### src/rtl/av_ram_arbiter.sv
// av_ram_arbiter: two-port Avalon-MM arbiter in front of one simple dual-port,
// byte-enabled, 32-bit RAM with a 1-cycle registered read. Grant and RAM drive
// are combinational. A 1-deep tag routes each read return to the port that
// issued the read.
module av_ram_arbiter #(
   parameter int unsigned depth      = 256,
   parameter bit          fixed_prio = 1'b0,
   localparam int unsigned AW        = (depth > 1) ? $clog2(depth) : 1
) (
   input  logic          clk,
   input  logic          rst,

   input  logic [AW-1:0] p0_address,
   input  logic          p0_read,
   input  logic          p0_write,
   input  logic [31:0]   p0_writedata,
   input  logic [3:0]    p0_byteenable,
   output logic          p0_waitrequest,
   output logic [31:0]   p0_readdata,
   output logic          p0_readdatavalid,

   input  logic [AW-1:0] p1_address,
   input  logic          p1_read,
   input  logic          p1_write,
   input  logic [31:0]   p1_writedata,
   input  logic [3:0]    p1_byteenable,
   output logic          p1_waitrequest,
   output logic [31:0]   p1_readdata,
   output logic          p1_readdatavalid,

   output logic [3:0]    ram_we,
   output logic [31:0]   ram_din,
   output logic [AW-1:0] ram_waddr,
   output logic [AW-1:0] ram_raddr,
   input  logic [31:0]   ram_dout
);

   // Priority pointer: names the port that wins the next contested cycle.
   typedef enum logic {
      PRIO_P0 = 1'b0,
      PRIO_P1 = 1'b1
   } prio_t;

   prio_t         r_last;
   prio_t         w_last_nxt;
   logic          r_rd_pend;
   logic          w_rd_pend_nxt;
   logic          r_rd_port;
   logic          w_rd_port_nxt;

   logic          w_req0;
   logic          w_req1;
   logic          w_contest;
   logic          w_gnt0;
   logic          w_gnt1;
   logic          w_gnt_wr;
   logic          w_gnt_rd;

   assign w_req0    = p0_read | p0_write;
   assign w_req1    = p1_read | p1_write;
   assign w_contest = w_req0 & w_req1;

   // Grant decision: lone requester wins; contested cycles use fixed or rotating priority.
   always_comb begin
      w_gnt0 = 1'b0;
      w_gnt1 = 1'b0;
      if (!rst) begin
         if (w_contest) begin
            if (fixed_prio || (r_last == PRIO_P0)) begin
               w_gnt0 = 1'b1;
            end else begin
               w_gnt1 = 1'b1;
            end
         end else if (w_req0) begin
            w_gnt0 = 1'b1;
         end else if (w_req1) begin
            w_gnt1 = 1'b1;
         end
      end
   end

   // Stall any requester that was not granted; everyone stalls during reset.
   assign p0_waitrequest = rst | (w_req0 & ~w_gnt0);
   assign p1_waitrequest = rst | (w_req1 & ~w_gnt1);

   // RAM drive from the granted port; port 0 values when idle keep the bus X-free.
   always_comb begin
      ram_waddr = p0_address;
      ram_din   = p0_writedata;
      ram_we    = 4'b0000;
      w_gnt_wr  = 1'b0;
      w_gnt_rd  = 1'b0;
      if (w_gnt1) begin
         ram_waddr = p1_address;
         ram_din   = p1_writedata;
         w_gnt_wr  = p1_write;
         w_gnt_rd  = p1_read & ~p1_write;
         if (p1_write) begin
            ram_we = p1_byteenable;
         end
      end else if (w_gnt0) begin
         w_gnt_wr  = p0_write;
         w_gnt_rd  = p0_read & ~p0_write;
         if (p0_write) begin
            ram_we = p0_byteenable;
         end
      end
   end

   assign ram_raddr = ram_waddr;

   // Next state: read tag follows the grant; pointer moves to the loser on contested cycles.
   always_comb begin
      w_last_nxt    = r_last;
      w_rd_pend_nxt = w_gnt_rd;
      w_rd_port_nxt = w_gnt1;
      if (w_contest && (w_gnt0 || w_gnt1)) begin
         w_last_nxt = w_gnt0 ? PRIO_P1 : PRIO_P0;
      end
   end

   // State registers; async reset drops any read in flight and favours port 0.
   always_ff @(posedge clk or posedge rst) begin
      if (rst) begin
         r_last    <= PRIO_P0;
         r_rd_pend <= 1'b0;
         r_rd_port <= 1'b0;
      end else begin
         r_last    <= w_last_nxt;
         r_rd_pend <= w_rd_pend_nxt;
         r_rd_port <= w_rd_port_nxt;
      end
   end

   // Read return: RAM output goes to both ports, valid only to the tagged one.
   assign p0_readdata      = ram_dout;
   assign p1_readdata      = ram_dout;
   assign p0_readdatavalid = r_rd_pend & ~r_rd_port;
   assign p1_readdatavalid = r_rd_pend &  r_rd_port;

   // The write flag is folded into ram_we; kept as a named net for readability.
   logic w_unused;
   assign w_unused = w_gnt_wr;

endmodule
### config.mk
export PLATFORM = sky130hd
export DESIGN_NAME = av_ram_arbiter
export DESIGN_NICKNAME = d
export VERILOG_FILES = /design/src/rtl/av_ram_arbiter.sv
export SDC_FILE = /design/constraint.sdc
export NUM_CORES = 1
export LEC_CHECK = 0
export ABC_AREA = 1
export CORE_AREA = 2 2 95 97
export DETAILED_ROUTE_END_ITERATION = 10
export DIE_AREA = 0 0 97 99
export PLACE_DENSITY = 0.67
export SYNTH_ARGS = -nofsm -noshare
export SYNTH_HDL_FRONTEND = slang
export SYNTH_SLANG_ARGS = --single-unit
### constraint.sdc
create_clock -name clk -period 4 [get_ports clk]
set_input_delay 1.2 -clock clk [delete_from_list [all_inputs] [get_ports clk]]
set_output_delay 1.2 -clock clk [all_outputs]
set_load 0.03 [all_outputs]
==> summary.md <==
| Metric | Value |
|---|---|
| Pleak | 0.001298 uW |
| Fmax | 257.0 MHz |
| Fin. Hold Viols | 0 |
| Final WL | 5408 um |
| Most frequent cells in the layout | 98 x nand2_1, 95 x clkdlybuf4s50_1, 58 x buf_4, 46 x nand3_1, 10 x inv_1 |
| Worst ir drop on vdd | 87.10 uV |
| First-pass GRT wire length | 8238 um |
| H-tree Lvls | 1 |
| Core box area | 8551 um^2 |
| Grt ovf | 0 |
| Max-Cap Viols | 0 |
| Mapped Area | 1508 um^2 |
| Hold Crit Class | register to register |
| Ratio of cells with drive above 1 in the final layout | 0.2153 |
| #FFs+latches synth | 3 |
| Endpoint class of the critical path | primary output |
| Post-route DRC | 0 |
| CP startpoint kind | input pin |
| Gp weighted congestion | 0.7549 |
| Most used cell, CP | inv_2 |
| Design Area, Final | 2505 um^2 |
| Worst-case clock buffer depth | 2 |
| GRT met3 Usage | 0.02482 |
| CTS tree | done |
| GR peak layer | met2 |
| Vias/cell | 4.132 |
| Setup ws final | 0.1092 ns |
| Synth-to-Final Area Change | 66.14% |
| Crit path time final | 3.891 ns |
| Die width | 97 um |
| Synth Instances | 262 |
| CP max FO | 24 |
| Post-Route Setup TNS | 0 ns |
| Die height | 99 um |
| GRT Total Usage | 0.1021 |
| Setup Fix Bufs, Post-CTS | 0 |
| Slowest stage cell, crit path | clkdlybuf4s50_1 |
| Commonest non-fill, non-tap cell in the layout | nand2_1 |
| Pre-CTS setup slack | 0.09001 ns |
| Routed Antenna Nets | 0 |
| Crit-path max cell delay | 0.50 ns |
| Fin Clk Skew | 0.002625 ns |
| Initial Utilization | 0.1763 |
| Final nets | 466 |
| Max-slew violations | 0 |
| First-pass DRT Iterations | 4 |
| Critical setup path kind | input pin to primary output |
| Total CTS buffers | 3 |
| Area after DPL | 2449 um^2 |
| Tcrit/Tclk final | 0.9727 |
| Detailed placer's ending HPWL | 4562 um |
| Syn avg cell area | 5.755 um^2 |
| GRT met2 Usage | 0.1982 |
| Mapped Nets | 388 |
| Endpoints failing setup | 0 |
| Num ports | 246 |
| Sequential fraction of the synthesis area | 0.04979 |
| Crit path cell chain | clkdlybuf4s50_1 > inv_2 > nand2_2 > inv_2 > nor2_8 > buf_12 > nand3_1 > nand2_1 > buf_4 |
| Port bufs | 149 |
| Clock sinks | 3 |
| PwrDens | 248.7 nW/um^2 |
| Actual slew at the worst max-slew pin | 0.3656 ns |
| Critical Path RT | 2.80 ns |
| YS warnings | 0 |
| Slew headroom | 0.7563 |
| Initial antenna violation count | 0 |
| CTS Hold Bufs | 0 |
| CTS root buf | clkbuf_8 |
| Outcome | finished, final reports clean |
| Site Rows | 34 |
| Die area | 9603 um^2 |
| Vias in the first global route | 1,784 |
| Power Total | 623.0 uW |
| Largest net degree at the start of global routing | 30 |
| DR WL/cell | 12.10 um |
| CP Data Arrival Time | 2.69 ns |
| Clk Latency, worst-skew pair | 0.21 ns |
| Distinct cells, synth | 18 |
| DRT iter0 DRCs | 50 |
| ANT cells | 0 |
| Layout Utilization | 0.2929 |
| Met1 global-route usage | 0.09974 |
| Reg clk slew, reported paths | 0.03 ns |
| Vias | 1,847 |
[synthesized netlist by cell type]
master	n	area, um^2
buf_4	72	540.5
buf_6	10	112.6
o21ai_0	2	10.01
nor2_1	4	15.01
inv_1	10	37.54
buf_2	3	15.01
nand2_1	98	367.9
clkinv_1	1	3.750
nand4_1	1	6.260
nand3_1	46	230.2
inv_2	3	11.26
dfrtp_1	3	75.07
nand2_2	1	6.260
nand2_4	1	11.26
nand3_2	1	10.01
a21oi_1	1	5.000
nor2_8	1	20.02
nand3b_1	4	30.03
[logic make-up after synthesis]
kind of cell	share of synthesized area
compound gates	0.009956
buf+inv	0.4780
simple gates	0.4622
flops	0.04979
[critical path, delay by kind of cell]
family / cells / cell delay (ns)
buffers and inverters: 5 / 0.98
AND/OR/NAND/NOR: 4 / 0.50
[path summary, 6_finish.rpt]
check | from | to | slack, ns | cells after the start
worst max-delay path | p1_write | ram_waddr[7] | 0.11 | 9
worst min-delay path | r_last$_DFFE_PP0P_ | r_last$_DFFE_PP0P_ | 0.55 | 2
worst max register to register | r_last$_DFFE_PP0P_ | r_rd_pend$_DFF_PP0_ | 2.88 | 5
worst min register to register | r_last$_DFFE_PP0P_ | r_last$_DFFE_PP0P_ | 0.55 | 2
max in group asynchronous | rst | r_last$_DFFE_PP0P_ | 2.35 | 3
min in group asynchronous | rst | r_rd_pend$_DFF_PP0_ | 1.54 | 3
[stage by stage]
stage | cells | hold slack [ns]
floorplan | 262 | 0.4856
global placement | 443 | 0.5271
detailed placement | 443 | 0.5492
CTS | 447 | 0.5562
global route | 447 | 0.6229
finish | 447 | 0.5486
[metal layers]
layer / wire length, um / share of wire / up-vias
li1: - / - / 898
met4: 255 / 0.047 / 0
met3: 532 / 0.098 / 35
met5: 0 / 0 / -
met1: 1863 / 0.34 / 815
met2: 2757 / 0.51 / 99
[layout make-up]
class                           count  area (um^2)
Tap cell                          108        135.1
Sequential cell                     3        75.07
Multi-Input combinational cell    160        719.4
Clock buffer                        4        45.04
Inverter                           14        52.55
Timing Repair Buffer              158         1478
Fill cell                         936         6046
[registers in the layout, summed over array words and instances, names as in the netlist]
name       flops
r_last         1
r_rd_pend      1
r_rd_port      1
[power by group]
| part | switching [uW] | leakage, uW | internal, uW |
|---|---|---|---|
| clock network | 19.2 | 0.0000228 | 67.9 |
| registers | 3.08 | 0.0000384 | 34.9 |
| logic | 278 | 0.00124 | 220 |
| total | 300 | 0.00130 | 323 |
[repair_timing]
| item | CTS | global route |
|---|---|---|
| resized for setup | 0 | 2 |
| endpoints found under the hold margin | 0 | 0 |
| setup endpoints to repair | 0 | 43 |
(Power assumes the default switching activity.)
